**config.mk**
```make
export PLATFORM = sky130hd
export DESIGN_NAME = c_tile_drain
export DESIGN_NICKNAME = d
export VERILOG_FILES = /design/src/rtl/epu_sram_pkg.sv /design/src/rtl/drain_fifo.sv /design/src/rtl/c_tile_drain.sv
export SDC_FILE = /design/constraint.sdc
export NUM_CORES = 1
export LEC_CHECK = 0
export BUFFER_PORTS_ARGS = -buffer_cell sky130_fd_sc_hd__buf_2
export CAP_MARGIN = 20
export CORE_MARGIN = 2
export CORE_UTILIZATION = 35
export CTS_CLUSTER_DIAMETER = 120
export DETAILED_ROUTE_END_ITERATION = 8
export GPL_TIMING_DRIVEN = 0
export PLACE_DENSITY = 0.61
export SLEW_MARGIN = 10
export SYNTH_ARGS = -nofsm -noshare
export SYNTH_HDL_FRONTEND = slang
export SYNTH_HIERARCHICAL = 1
export SYNTH_SLANG_ARGS = --single-unit
```
**constraint.sdc**
```tcl
create_clock -name clk -period 6.85 [get_ports clk]
set_input_delay 0.3425 -clock clk [delete_from_list [all_inputs] [get_ports clk]]
set_output_delay 0.3425 -clock clk [all_outputs]
set_load 0.1 [all_outputs]
```
**src/rtl/epu_sram_pkg.sv**
```systemverilog
// Shared types and helpers for the EPU SRAM side blocks.
// Drain FSM states and a width helper that never returns zero.
package epu_sram_pkg;

    typedef enum logic [1:0] {
        IDLE,
        RUN,
        DRAIN,
        DONE
    } drain_state_t;

    function automatic int clog2_min1(input int v);
        return (v <= 1) ? 1 : $clog2(v);
    endfunction

endpackage

```
**src/rtl/drain_fifo.sv**
```systemverilog
// First-word-fall-through FIFO buffering tagged C-tile words.
// The head entry is visible combinationally whenever count is non-zero.
module drain_fifo
    import epu_sram_pkg::*;
#(
    parameter int W     = 8,
    parameter int DEPTH = 4,
    parameter int CNT_W = clog2_min1(DEPTH + 1)
) (
    input  logic             clk,
    input  logic             rst,
    input  logic             push,
    input  logic [W-1:0]     din,
    input  logic             pop,
    output logic [W-1:0]     head,
    output logic [CNT_W-1:0] count
);

    localparam int PTR_W = clog2_min1(DEPTH);

    logic [W-1:0]     mem [DEPTH];
    logic [PTR_W-1:0] wptr;
    logic [PTR_W-1:0] rptr;

    function automatic logic [PTR_W-1:0] bump(input logic [PTR_W-1:0] p);
        return (p == PTR_W'(DEPTH - 1)) ? '0 : p + PTR_W'(1);
    endfunction

    always_ff @(posedge clk) begin
        if (push) begin
            mem[wptr] <= din;
        end
    end

    always_ff @(posedge clk or negedge rst) begin
        if (!rst) begin
            wptr  <= '0;
            rptr  <= '0;
            count <= '0;
        end else begin
            if (push) begin
                wptr <= bump(wptr);
            end
            if (pop) begin
                rptr <= bump(rptr);
            end
            case ({push, pop})
                2'b10:   count <= count + CNT_W'(1);
                2'b01:   count <= count - CNT_W'(1);
                default: count <= count;
            endcase
        end
    end

    assign head = mem[rptr];

endmodule

```
**src/rtl/c_tile_drain.sv**
```systemverilog
// Row-major read-out of the M x N C-tile SRAM onto a tagged valid/ready stream,
// with optional zeroing of each element once its read data has come back.
module c_tile_drain
    import epu_sram_pkg::*;
#(
    parameter int M             = 8,
    parameter int N             = 8,
    parameter int DATA_W        = 32,
    parameter int BYTE_W        = DATA_W / 8,
    parameter int FIFO_DEPTH    = 4,
    parameter int CLEAR_ON_READ = 0,
    parameter int ROW_W         = clog2_min1(M),
    parameter int COL_W         = clog2_min1(N)
) (
    input  logic              clk,
    input  logic              rst,
    input  logic              start,
    output logic              busy,
    output logic              done,
    output logic              c_en,
    output logic              c_re,
    output logic [ROW_W-1:0]  c_row,
    output logic [COL_W-1:0]  c_col,
    input  logic [DATA_W-1:0] c_rdata,
    input  logic              c_rvalid,
    output logic              c_we_en,
    output logic              c_we,
    output logic [ROW_W-1:0]  c_wrow,
    output logic [COL_W-1:0]  c_wcol,
    output logic [DATA_W-1:0] c_wdata,
    output logic [BYTE_W-1:0] c_wmask,
    output logic              out_valid,
    input  logic              out_ready,
    output logic [DATA_W-1:0] out_data,
    output logic [ROW_W-1:0]  out_row,
    output logic [COL_W-1:0]  out_col,
    output logic              out_last
);

    localparam int CNT_W   = clog2_min1(FIFO_DEPTH + 1);
    localparam int ENTRY_W = DATA_W + ROW_W + COL_W + 1;
    localparam bit CLEAR   = (CLEAR_ON_READ != 0);

    drain_state_t      state;
    drain_state_t      state_next;
    logic [ROW_W-1:0]  iss_row;
    logic [COL_W-1:0]  iss_col;
    logic [ROW_W-1:0]  ret_row;
    logic [COL_W-1:0]  ret_col;
    logic [CNT_W-1:0]  inflight;
    logic [CNT_W-1:0]  fifo_count;
    logic [ENTRY_W-1:0] fifo_head;
    logic              credit;
    logic              issue;
    logic              accept;
    logic              pop;
    logic              iss_last;
    logic              ret_last;

    // Reads in flight plus buffered words never exceed the FIFO size,
    // so every returned word always has a slot waiting for it.
    assign credit = ({1'b0, inflight} + {1'b0, fifo_count})
                    < (CNT_W + 1)'(FIFO_DEPTH);
    assign issue  = (state == RUN) && credit;
    assign accept = c_rvalid && ((state == RUN) || (state == DRAIN));
    assign pop    = out_valid && out_ready;

    assign iss_last = (iss_row == ROW_W'(M - 1)) && (iss_col == COL_W'(N - 1));
    assign ret_last = (ret_row == ROW_W'(M - 1)) && (ret_col == COL_W'(N - 1));

    always_ff @(posedge clk or negedge rst) begin
        if (!rst) begin
            state <= IDLE;
        end else begin
            state <= state_next;
        end
    end

    always_comb begin
        state_next = state;
        busy       = 1'b1;
        done       = 1'b0;
        unique case (state)
            IDLE: begin
                busy = 1'b0;
                if (start) state_next = RUN;
            end
            RUN: begin
                if (issue && iss_last) state_next = DRAIN;
            end
            DRAIN: begin
                if (pop && out_last) state_next = DONE;
            end
            DONE: begin
                done       = 1'b1;
                state_next = IDLE;
            end
            default: state_next = IDLE;
        endcase
    end

    always_ff @(posedge clk or negedge rst) begin
        if (!rst) begin
            iss_row  <= '0;
            iss_col  <= '0;
            ret_row  <= '0;
            ret_col  <= '0;
            inflight <= '0;
        end else if ((state == IDLE) && start) begin
            iss_row  <= '0;
            iss_col  <= '0;
            ret_row  <= '0;
            ret_col  <= '0;
            inflight <= '0;
        end else begin
            if (issue) begin
                if (iss_col == COL_W'(N - 1)) begin
                    iss_col <= '0;
                    iss_row <= (iss_row == ROW_W'(M - 1)) ? '0 : iss_row + ROW_W'(1);
                end else begin
                    iss_col <= iss_col + COL_W'(1);
                end
            end
            if (accept) begin
                if (ret_col == COL_W'(N - 1)) begin
                    ret_col <= '0;
                    ret_row <= (ret_row == ROW_W'(M - 1)) ? '0 : ret_row + ROW_W'(1);
                end else begin
                    ret_col <= ret_col + COL_W'(1);
                end
            end
            case ({issue, accept})
                2'b10:   inflight <= inflight + CNT_W'(1);
                2'b01:   inflight <= inflight - CNT_W'(1);
                default: inflight <= inflight;
            endcase
        end
    end

    drain_fifo #(
        .W     (ENTRY_W),
        .DEPTH (FIFO_DEPTH),
        .CNT_W (CNT_W)
    ) u_fifo (
        .clk   (clk),
        .rst   (rst),
        .push  (accept),
        .din   ({c_rdata, ret_row, ret_col, ret_last}),
        .pop   (pop),
        .head  (fifo_head),
        .count (fifo_count)
    );

    assign {out_data, out_row, out_col, out_last} = fifo_head;
    assign out_valid = (fifo_count != '0);

    assign c_en  = issue;
    assign c_re  = issue;
    assign c_row = iss_row;
    assign c_col = iss_col;

    // The element being cleared is the one whose data arrives this cycle.
    assign c_we    = CLEAR && accept;
    assign c_we_en = c_we;
    assign c_wrow  = c_we ? ret_row : '0;
    assign c_wcol  = c_we ? ret_col : '0;
    assign c_wdata = '0;
    assign c_wmask = '1;

endmodule

```
==> impl_results.md, run 1 <==
* Status: finished clean
* Final net count at 601
* Slew at the pin closest to its max-slew limit at 600.7 ps
* Initial cell density of the core at 0.3562
* Synth cell count leaders: edfxtp_1, buf_4, mux4_2
* Routed WL at 13,180 µm
* RSZ-0062 raised after global routing: no
* DIE AREA at 22,510 µm²
* Startpoint types: register
* Most frequent cell after synthesis: edfxtp_1
* Clk_lat worst skew at 430 ps
* Root buffer cell: clkbuf_16
* TritonCTS Buffers at 17
* Worst Skew at 13.44 ps
* Max_cap viols at 0
* Routed Antenna Nets at 0
* CP Class: register to output port
* Slew HR at 0.5995
* Layout cells sized above 1 at 0.4079
* Crit path capture type: output port
* CP cell instances: inv_1 > ha_1 > nor4b_4 > nand2_2 > inv_1 > buf_4 > buf_2
* Register bit total from synthesis at 180
* Crit-path max FO at 8
* Largest net degree at the start of global routing at 30
* Vias per inst at 4.551
* Synth Flop Type: edfxtp_1
* Share of the synthesized area in the top cell type at 0.6276
* Diodes inserted at 0
* Clk sink count at 180
* Max Clock Freq at 352.2 MHz
* Reg clk slew, reported paths at 80 ps
* Max-slew violation count at 0
* PortBufs at 86
* Io pins at 131
* Critical path's slowest cell: nor4b_4
* Post-synth ARST share at 0.1333
* Minimum clock period at 2839 ps
* Final HPWL DP at 8838 µm
* Post-synth EDFFs at 156
* Synth cell types at 42
* CTS HTree Levels at 4
* Final setup viols at 0
* Fin crit share at 0.4145
* Postcts setup bufs at 0
* Synth-to-layout area growth at 21.99%
* Final count of hold timing violations at 0
* Req. time, crit path at 6510 ps
* Initial DRC Count at 199
* Gr ovfl total at 0
* Vias in the first global route at 3,940
* Die height at 150.0 µm
* DRC at 0
* Tot GR Track Use at 0.1222
* Syn Area/Cell at 19.19 µm²
* Syn Inst Count at 389
* Global-route wire length before repair at 20,660 µm
* DRT Pass-1 Iters at 4
* Yosys top cell by area: edfxtp_1
* Hold Path Class: input pin to register
* Vias at 3,773
* Wire length per cell at 15.90 µm
* Die width at 150.0 µm
* GP Congestion at 0.7495
* Setup TNS at 0 ps
* Num rows at 53
* Worst path max stage delay at 450 ps
* Initial antenna violation count at 0
* Synth warn at 6
* Register area share after synthesis at 0.7080
* Core footprint at 20,960 µm²
* Top cell by count, worst path: inv_1
* Synth Cell Area at 7465 µm²
* TritonCTS clock tree: yes
* Synth top area cells: edfxtp_1, mux4_2, dfrtp_1, buf_4, ha_1
* Critical Path AT at 2500 ps
* Clk buf depth at 2
-- metrics by stage --
| step | hold slack, ps | setup slack [ps] | cells | instance area [µm²] | utilization |
|---|---|---|---|---|---|
| 2_1_floorplan | 46.91 | 4250 | 431 | 7622 | - |
| 3_3_place_gp | 352.9 | 3416 | 792 | 8397 | 0.4007 |
| 3_5_place_dp | 385.1 | 4205 | 796 | 8482 | 0.4048 |
| 4_1_cts | 116.3 | 4022 | 829 | 9106 | 0.4346 |
| 5_1_grt | 120.8 | 3843 | 829 | 9106 | 0.4346 |
| 6_report | 132.1 | 4011 | 829 | 9106 | 0.4346 |
-- cell type report --
class | count | area (µm²)
fill | 1921 | 11850
sequential | 180 | 5285
multi-input combinational | 188 | 1859
timing repair buffer | 91 | 520.5
buffer | 55 | 452.9
clock buffer | 17 | 425.4
tap | 275 | 344.1
clock inverter | 15 | 188.9
inverter | 8 | 30.03
-- flip-flops by register name, summed over array words and instances, names as in the netlist --
register	cells
c_col	3
c_row	3
inflight	3
ret_col	3
ret_row	3
state	2
u_fifo/count	3
u_fifo/mem	156
u_fifo/rptr	2
u_fifo/wptr	2
-- routing by layer --
layer	track usage	part of all wire
met2	0.2114	0.50
met4	0.03396	0.011
met3	0.03018	0.065
met5	0	0
met1	0.1529	0.42
-- critical path, delay by kind of cell, from the launching register on --
family | cells | cell delay (ps)
and+or+nand+nor | 2 | 640
buffers and inverters | 4 | 740
DFF | 1 | 430
adders and majority gates | 1 | 250
-- cell usage in the layout (no fill, tap or decap), drive strengths merged, types with 2 or more instances in the layout --
| master | instances |
|---|---|
| nor2 | 4 |
| clkbuf | 18 |
| mux4 | 39 |
| a21oi | 13 |
| nor3 | 3 |
| buf | 144 |
| and2 | 6 |
| edfxtp | 156 |
| o21ai | 2 |
| ha | 21 |
| nand2 | 21 |
| clkinvlp | 2 |
| inv | 14 |
| mux2 | 4 |
| clkinv | 5 |
| conb | 44 |
| bufinv | 2 |
| a211o | 2 |
| dfrtp | 24 |
| or3 | 5 |
| nand3 | 5 |
| xnor2 | 2 |
| nand4 | 2 |
| fa | 2 |
-- what timing repair did --
action	in CTS	in global routing
resized for setup	0	0
endpoints found under the hold margin	24	0
hold buffers	1	0
-- worst paths after layout --
path	startpoint	end	slack, ps	cells after the start
setup / recovery	state[1]	c_re	4010	7
hold / removal	c_rdata[19]	u_fifo/mem[3][26]	130	1
setup reg to reg	state[1]	inflight[2]	4150	8
hold reg to reg	u_fifo/count[2]	u_fifo/count[2]	530	1
max in group asynchronous	rst	ret_row[2]	6000	2
min in group asynchronous	rst	c_row[2]	450	2
-- cells by family (layout without fill, tap and decap cells) --
kind of cell    after synthesis  in the layout  share of synthesized area
other cells                   2             44                   0.001006
fa+ha+maj                    23             23                    0.04056
xor+xnor                      3              3                   0.003521
simple gates                 50             50                    0.03570
compound gates               24             24                    0.02045
buf+inv                      63            186                    0.06470
mux                          44             44                     0.1260
flops                       180            180                     0.7080
Power of run 1 is not shown: default switching activity piles up to over one toggle a cycle in this logic, so the estimate is an artifact.
==> inputs of run 2 (changes only) <==
==> constraint.sdc (replaced) <==
create_clock -name clk -period 3 [get_ports clk]
set_input_delay 0.15 -clock clk [delete_from_list [all_inputs] [get_ports clk]]
set_output_delay 0.15 -clock clk [all_outputs]
set_load 0.1 [all_outputs]
==> run 2 against run 1 <==
Flip-flop and latch count did not move. Setup slack worse by 3700 ps. Global-route usage up 0.20 points. Design area rose by 3.5%. First-iteration DRC count is 18% lower. Cell count is 3.9% higher. Clock skew barely moved. Non-clock buffer count increased by 32. Critical endpoint is now inflight[2]. Highest routed layer unchanged.
==> impl_results.md, run 2 (same netlist as run 1, synthesis figures left out) <==
* Status: finished clean
* TritonCTS clock tree: yes
* CP Class: register to register
* Max FFs per register at 156 (unchanged)
* Clk buf depth at 2 (unchanged)
* DRT Pass-1 Iters at 4 (unchanged)
* Most common cell after layout, fill and taps aside: edfxtp_1
* R2R Path End: inflight[2]
* Hold Path Depth at 4 (+3)
* Vias in the first global route at 4,058 (+3.0%)
* Crit-path max FO at 8 (unchanged)
* Max Clock Freq at 369.6 MHz
* CTS HTree Levels at 4 (unchanged)
* Most frequent cells in the layout: edfxtp_1, buf_2, buf_4
* TritonCTS Buffers at 17 (unchanged)
* Routed Antenna Nets at 0 (unchanged)
* Minimum clock period at 2705 ps
* Slew HR at 0.6000 (about the same)
* Io pins at 131 (unchanged)
* Layout cells sized above 1 at 0.3857 (-0.02228)
* Vias per inst at 4.532 (-0.42%)
* Final net count at 633 (+5.3%)
* Largest net degree at the start of global routing at 30 (unchanged)
* Die height at 150.0 µm (unchanged)
* Slew at the pin closest to its max-slew limit at 600.0 ps (-0.6286 ps)
* Final HPWL DP at 8838 µm (unchanged)
* Startpoint types: register
* Global-route wire length before repair at 21,100 µm (+2.1%)
* RSZ-0062 raised after global routing: no
* Worst Hold End: inflight[2]
* Req. time, crit path at 3370 ps (-3140 ps)
* Clk_lat worst skew at 430 ps (about the same)
* Root buffer cell: clkbuf_16
* Routed WL at 13,350 µm (+1.3%)
* Diodes inserted at 0 (unchanged)
* DRC at 0 (unchanged)
* PortBufs at 86 (unchanged)
* Synth-to-layout area growth at 26.28%
* Reg-to-reg startpoint: state[1]
* Final setup viols at 0 (unchanged)
* DIE AREA at 22,510 µm² (unchanged)
* Placed insts at 796 (unchanged)
* Flop2flop setup slack at 290 ps (-3860 ps)
* Critical Path AT at 3080 ps (+580 ps)
* Fillers at 1,891 (-1.6%)
* Initial antenna violation count at 0 (unchanged)
* Post-route insts no fill at 861 (+3.9%)
* Max-slew violation count at 0 (unchanged)
* Vias at 3,902 (+3.4%)
* Clk sink count at 180 (unchanged)
* Reg2Reg Depth at 8 (unchanged)
* Max_cap viols at 0 (unchanged)
* GP Congestion at 0.7495 (unchanged)
* Gr ovfl total at 0 (unchanged)
* Die width at 150.0 µm (unchanged)
* Tot GR Track Use at 0.1242 (+0.001960)
* Most flops, register: u_fifo/mem
* Crit path capture type: register
* Initial DRC Count at 163 (-18%)
* Final count of hold timing violations at 0 (unchanged)
* Hold Path Class: input pin to register
* Reg clk slew, reported paths at 80 ps (about the same)
* # resized after CTS at 0 (unchanged)
* Fin crit share at 0.9018
* Worst Skew at 13.28 ps (-0.1571 ps)
* Initial cell density of the core at 0.3562 (unchanged)
* Postcts setup bufs at 0 (unchanged)
* Hold wc startpoint: start
* Cts hold-fix bufs at 33 (+32)
* Num rows at 53 (unchanged)
* Core footprint at 20,960 µm² (unchanged)
* Wire length per cell at 15.50 µm (-2.5%)
## run 2: changes by cell type in the layout (fill, tap and decap cells not counted), sizes merged
| cell | delta |
|---|---|
| dlygate4sd3 | +32 |
## run 2: worst max path at each step
stage | cells after the start | endpoint | from
floorplan | 5 | u_fifo/mem[0][0] | state[1]
global placement | 5 | u_fifo/mem[1][27] | state[1]
detailed placement | 8 | inflight[2] | state[1]
CTS | 8 | inflight[2] | state[1]
global route | 8 | inflight[2] | state[1]
finish | 8 | inflight[2] | state[1]
## run 2: stage by stage
| stage | utilization | area (µm²) | setup slack [ps] | hold WS, ps | TNS, ps |
|---|---|---|---|---|---|
| 2_1_floorplan | - | 7622 | 515.2 | -145.6 | 0 |
| 6_report | 0.4498 | 9427 | 294.5 | 100.6 | 0 |
| 5_1_grt | 0.4498 | 9427 | 118.9 | 108.3 | 0 |
| 3_3_place_gp | 0.4007 | 8397 | -434.5 | 160.4 | -66160 |
| 3_5_place_dp | 0.4048 | 8482 | 355.4 | 192.6 | 0 |
| 4_1_cts | 0.4498 | 9427 | 314.3 | 102.9 | 0 |
## run 2: worst max-delay path: stages, from the launching register on
cell,delay (ps)
dfrtp_1,430
inv_1,120
ha_1,260
nor4b_4,450
a21oi_1,270
fa_1,440
a211o_2,340
a211o_1,290
nand2_1,50
## run 2: layout make-up
cell class | instances | area, µm² | share of cell area
plain buffers | 55 | 452.9 | 0.04805
flip-flops and latches | 180 | 5285 | 0.5607
clock inverters | 15 | 188.9 | 0.02004
well taps | 275 | 344.1 | 0.03650
clock buffers | 17 | 425.4 | 0.04513
multi-input cells | 188 | 1859 | 0.1972
repair buffers | 123 | 840.8 | 0.08920
inverters | 8 | 30.03 | 0.003186
## run 2: per-layer routing
metal	vias to the layer above	GRT usage	share of wire
li1	1804	-	-
met1	1950	0.1546	0.44
met2	136	0.2160	0.50
met3	12	0.03049	0.056
met4	0	0.03396	0.011
met5	-	0	0
Power of run 2 is left out for the same reason.
